`src/rtl/pipe_stage_reg.sv`:
```
// pipe_stage_reg: valid/ready inter-stage register with optional
// 2-entry skid buffer, synchronous flush and saturating stall counter.
module pipe_stage_reg #(
  parameter int                DATA_W    = 32,
  parameter int                SKID      = 1,
  parameter logic [DATA_W-1:0] FLUSH_VAL = '0,
  parameter int                CNT_W     = 16
) (
  input  logic              clk,
  input  logic              rst_n,
  input  logic              flush,
  input  logic              in_valid,
  output logic              in_ready,
  input  logic [DATA_W-1:0] in_data,
  output logic              out_valid,
  input  logic              out_ready,
  output logic [DATA_W-1:0] out_data,
  output logic [CNT_W-1:0]  stall_cnt
);

  // state bits are {main_v, skid_v}
  typedef enum logic [1:0] {
    EMPTY = 2'b00,
    ONE   = 2'b10,
    FULL  = 2'b11
  } state_t;

  state_t            st_q;
  state_t            st_n;
  logic [DATA_W-1:0] main_q;
  logic [DATA_W-1:0] main_n;
  logic [DATA_W-1:0] skid_q;
  logic [DATA_W-1:0] skid_n;
  logic              rdy_q;
  logic              acc;
  logic              pop;

  assign out_valid = st_q[1];
  assign out_data  = main_q;
  assign in_ready  = (SKID != 0) ? rdy_q
                                 : (!st_q[1] || out_ready);
  assign acc = in_valid && in_ready;
  assign pop = out_valid && out_ready;

  always_comb begin
    st_n   = st_q;
    main_n = main_q;
    skid_n = skid_q;
    if (flush) begin
      st_n   = EMPTY;
      main_n = FLUSH_VAL;
      skid_n = FLUSH_VAL;
    end else begin
      unique case (st_q)
        EMPTY: begin
          if (acc) begin
            main_n = in_data;
            st_n   = ONE;
          end
        end
        ONE: begin
          unique case (1'b1)
            acc && pop: main_n = in_data;
            acc && !pop: begin
              skid_n = in_data;
              st_n   = FULL;
            end
            pop && !acc: st_n = EMPTY;
            default: st_n = ONE;
          endcase
        end
        FULL: begin
          if (pop) begin
            main_n = skid_q;
            st_n   = ONE;
          end
        end
        default: st_n = EMPTY;
      endcase
    end
  end

  // rdy_q mirrors !skid_v so in_ready has no combinational input
  always_ff @(posedge clk) begin
    if (!rst_n) begin
      st_q   <= EMPTY;
      main_q <= FLUSH_VAL;
      skid_q <= FLUSH_VAL;
      rdy_q  <= 1'b1;
    end else begin
      st_q   <= st_n;
      main_q <= main_n;
      skid_q <= skid_n;
      rdy_q  <= (st_n != FULL);
    end
  end

  always_ff @(posedge clk) begin
    if (!rst_n) begin
      stall_cnt <= '0;
    end else if (out_valid && !out_ready && !(&stall_cnt)) begin
      stall_cnt <= stall_cnt + CNT_W'(1);
    end
  end

endmodule

```
`config.mk`:
```
export PLATFORM = sky130hd
export DESIGN_NAME = pipe_stage_reg
export DESIGN_NICKNAME = d
export VERILOG_FILES = /design/src/rtl/pipe_stage_reg.sv
export SDC_FILE = /design/constraint.sdc
export NUM_CORES = 1
export LEC_CHECK = 0
export BUFFER_PORTS_ARGS = -buffer_cell sky130_fd_sc_hd__buf_2
export CAP_MARGIN = 20
export CORE_ASPECT_RATIO = 1.75
export CORE_MARGIN = 2
export CORE_UTILIZATION = 52
export DETAILED_ROUTE_END_ITERATION = 8
export GPL_TIMING_DRIVEN = 0
export PLACE_DENSITY = 0.87
export SETUP_SLACK_MARGIN = 0.1
export SYNTH_ARGS = -nofsm -noshare
export SYNTH_HDL_FRONTEND = slang
export SYNTH_SLANG_ARGS = --single-unit
```
`constraint.sdc`:
```
create_clock -name clk -period 1.9 [get_ports clk]
set_input_delay 0 -clock clk [delete_from_list [all_inputs] [get_ports clk]]
set_output_delay 0 -clock clk [all_outputs]
set_load 0.01 [all_outputs]
```
==> impl_metrics.py <==
metrics = {
    "run_status": {
        "outcome": "finished clean",
    },
    "sta": {
        "setup_viol_count_final": 0,
        "slew_viol_final": 0,
        "maxSlewHeadroom_pct": 61.30,
        "tns_ns": 0,
        "hold_viol_final": 0,
        "max_freq_ghz": 0.5545,
        "rsz0062_at_grt": "yes",
        "min_period_over_period_pct": 94.91,
        "setup_slack_ns": 0.09663,
        "final.min_clock_period_ns": 1.803,
        "tightest_slew_ns": 0.5715,
        "finClkSkew_ns": 0.005031,
    },
    "global_routing": {
        "grt_pass1_wl_um": 15550,
        "grt_use_total_pct": 27.26,
        "use_met1_pct": 28.28,
        "antenna_found_initial": 0,
        "gr-usage-met2_pct": 48.16,
        "busiest_layer": "met2",
        "first_global_vias": 3539,
        "grt_start_max_net_pins": 13,
        "grtUsageMet3_pct": 7.172,
        "grt.overflow.total": 0,
    },
    "layout": {
        "area_growth_pct": 39.82,
        "mostFrequentLayoutCells": "nand2_1 (107), buf_2 (89), dfxtp_1 (72)",
        "multiInputGateArea_mm2": 0.001709,
        "antenna_cells": 0,
        "nets": 608,
        "drive_above_1_share_pct": 26.13,
        "stdcell_count": 656,
        "final_util_pct": 74.55,
        "regArea_mm2": 0.001695,
        "fillerInstances": 464,
        "final_common_cell": "nand2_1",
    },
    "clock_tree": {
        "root_buffer": "clkbuf_16",
        "clock_latency_ns": 0.34,
        "path_clk_slew_ns": 0.06,
        "numCtsBuffers": 9,
        "htree_levels": 3,
        "tritoncts": "yes",
        "cts_buffer_depth": 2,
        "cts_sinks": 83,
    },
    "floorplan": {
        "die_w_um": 65.44,
        "core_mm2": 0.006441,
        "die_h_um": 111.5,
        "rows": 39,
        "initial_core_util_pct": 53.32,
        "ios": 87,
        "dieArea_mm2": 0.007297,
    },
    "synthesis": {
        "ys_async_sr_fraction_pct": 0,
        "synth_edf_count": 0,
        "synth_seq_cells": 83,
        "syn-cell-area_mm2": 0.003435,
        "ys.warnings.count": 0,
        "syn_area_per_cell_um2": 8.025,
        "synth_flop_cell": "dfxtp_1",
        "seq_area_frac_synth_pct": 48.38,
        "netlist_instances": 428,
        "synth_cell_types": 39,
        "syn_nets": 466,
    },
    "drt": {
        "drc_errors": 0,
        "ant_nets": 0,
        "wl_um": 9711,
        "avgRoutedWirePerCell_um": 14.80,
        "vias": 3640,
        "drt_pass1_iterations": 5,
        "drtIter0Drc": 334,
        "post_drt_via_cell_ratio": 5.549,
    },
    "critical_path": {
        "cp.arrival_ns": 2.07,
        "worstSetupPathType": "flop to flop",
        "critical_path_required_ns": 2.16,
        "cp-start-kind": "flop",
        "cp_max_fo": 4,
        "cp-end-kind": "flop",
    },
    "hold_path": {
        "hold_class": "primary input to flop",
    },
    "placed_design": {
        "portBuffers": 86,
        "gp_congestion": 0.8319,
        "dp_cells": 596,
        "place.detailed.hpwl_um": 6287,
        "dp_slack_ns": -0.1139,
    },
    "power_and_ir_drop": {
        "p_leak_nw": 1.959,
        "vdd.ir_drop.worst_uv": 742.5,
        "p_per_area_mw_per_mm2": 785.5,
    },
    "run": {
        "cap_violations": 0,
    },
}
==> per-layer routing <==
layer  vias to the layer above  wire (µm)
met3                        35        462
met2                       111       5158
met4                         0        366
met1                      1695       3722
li1                       1799          -
met5                         -          0
==> final cells by class <==
| type | count | share of cell area (%) |
|---|---|---|
| Buffer | 33 | 3.205 |
| Clock buffer | 13 | 5.628 |
| Clock inverter | 2 | 0.2084 |
| Inverter | 4 | 0.3127 |
| Multi-Input combinational cell | 309 | 35.59 |
| Sequential cell | 83 | 35.30 |
| Tap cell | 82 | 2.137 |
| Timing Repair Buffer | 130 | 17.61 |
==> power breakdown <==
| part | total [mW] | internal (mW) | leakage, nW | switching (mW) |
|---|---|---|---|---|
| registers | 1.79 | 1.77 | 0.681 | 0.0193 |
| logic | 0.349 | 0.158 | 1.14 | 0.192 |
| clock network | 1.64 | 0.980 | 0.141 | 0.656 |
==> per-stage QoR <==
step / power, mW / area [µm²] / hold slack (ns)
floorplan: 1.986 / 3443 / 0.1360
global placement: 2.102 / 3976 / 0.2532
detailed placement: 2.109 / 3976 / 0.2617
CTS: 3.783 / 4692 / 0.0001710
global route: 3.901 / 4802 / 0.1285
finish: 3.772 / 4802 / 0.1164
==> cell families after synthesis <==
family | count (synthesis) | synth area share (%)
compound gates | 88 | 17.41
xor+xnor | 1 | 0.2551
fa+ha+maj | 1 | 0.3642
buf+inv | 37 | 4.189
flops | 83 | 48.38
mux | 5 | 1.457
simple gates | 213 | 27.94
==> sequential cells by signal (all words and copies together) (netlist names) <==
name       count
stall_cnt     16
skid_q        32
out_data      32
in_ready       1
st_q           2
==> Yosys cell counts, types with 3 or more instances <==
master / n / share of area (%)
dfxtp_1: 83 / 48
nand2_1: 107 / 12
nand3_1: 37 / 5.4
a21oi_1: 39 / 5.7
inv_1: 3 / 0.33
nor3_1: 3 / 0.44
mux2i_1: 5 / 1.5
nand2b_1: 7 / 1.3
buf_2: 4 / 0.58
clkbuf_1: 27 / 3.0
o21ai_0: 4 / 0.58
o31ai_1: 4 / 0.87
nor2_1: 37 / 4.0
o311ai_0: 3 / 0.77
nor4_1: 3 / 0.55
a311oi_1: 32 / 8.2
==> what timing repair did <==
| item | 4_1_cts | 5_1_grt |
|---|---|---|
| resized for setup | 30 | 18 |
| setup buffers | 1 | 9 |
| pin swaps | 1 | 4 |
| hold buffers | 34 | 0 |
| setup endpoints to repair | 74 | 70 |
| cloned | 0 | 1 |
| hold endpoints to repair | 67 | 0 |
==> critical path, cell delays in order, from the launching register on <==
cell and delay [ns]:
dfxtp_4 0.36, and4_4 0.24, or4b_4 0.50, or4_4 0.50
a21oi_2 0.13
==> worst paths after layout <==
kind	to	slack [ns]	startpoint	cells past startpoint
min reg2reg	skid_q[19]	0.45	skid_q[19]	2
min	st_q[1]	0.12	out_ready	4
max reg2reg	stall_cnt[13]	0.1	stall_cnt[3]	4
max	stall_cnt[13]	0.1	stall_cnt[3]	4
No activity file was read; power rests on OpenSTA's default activity.
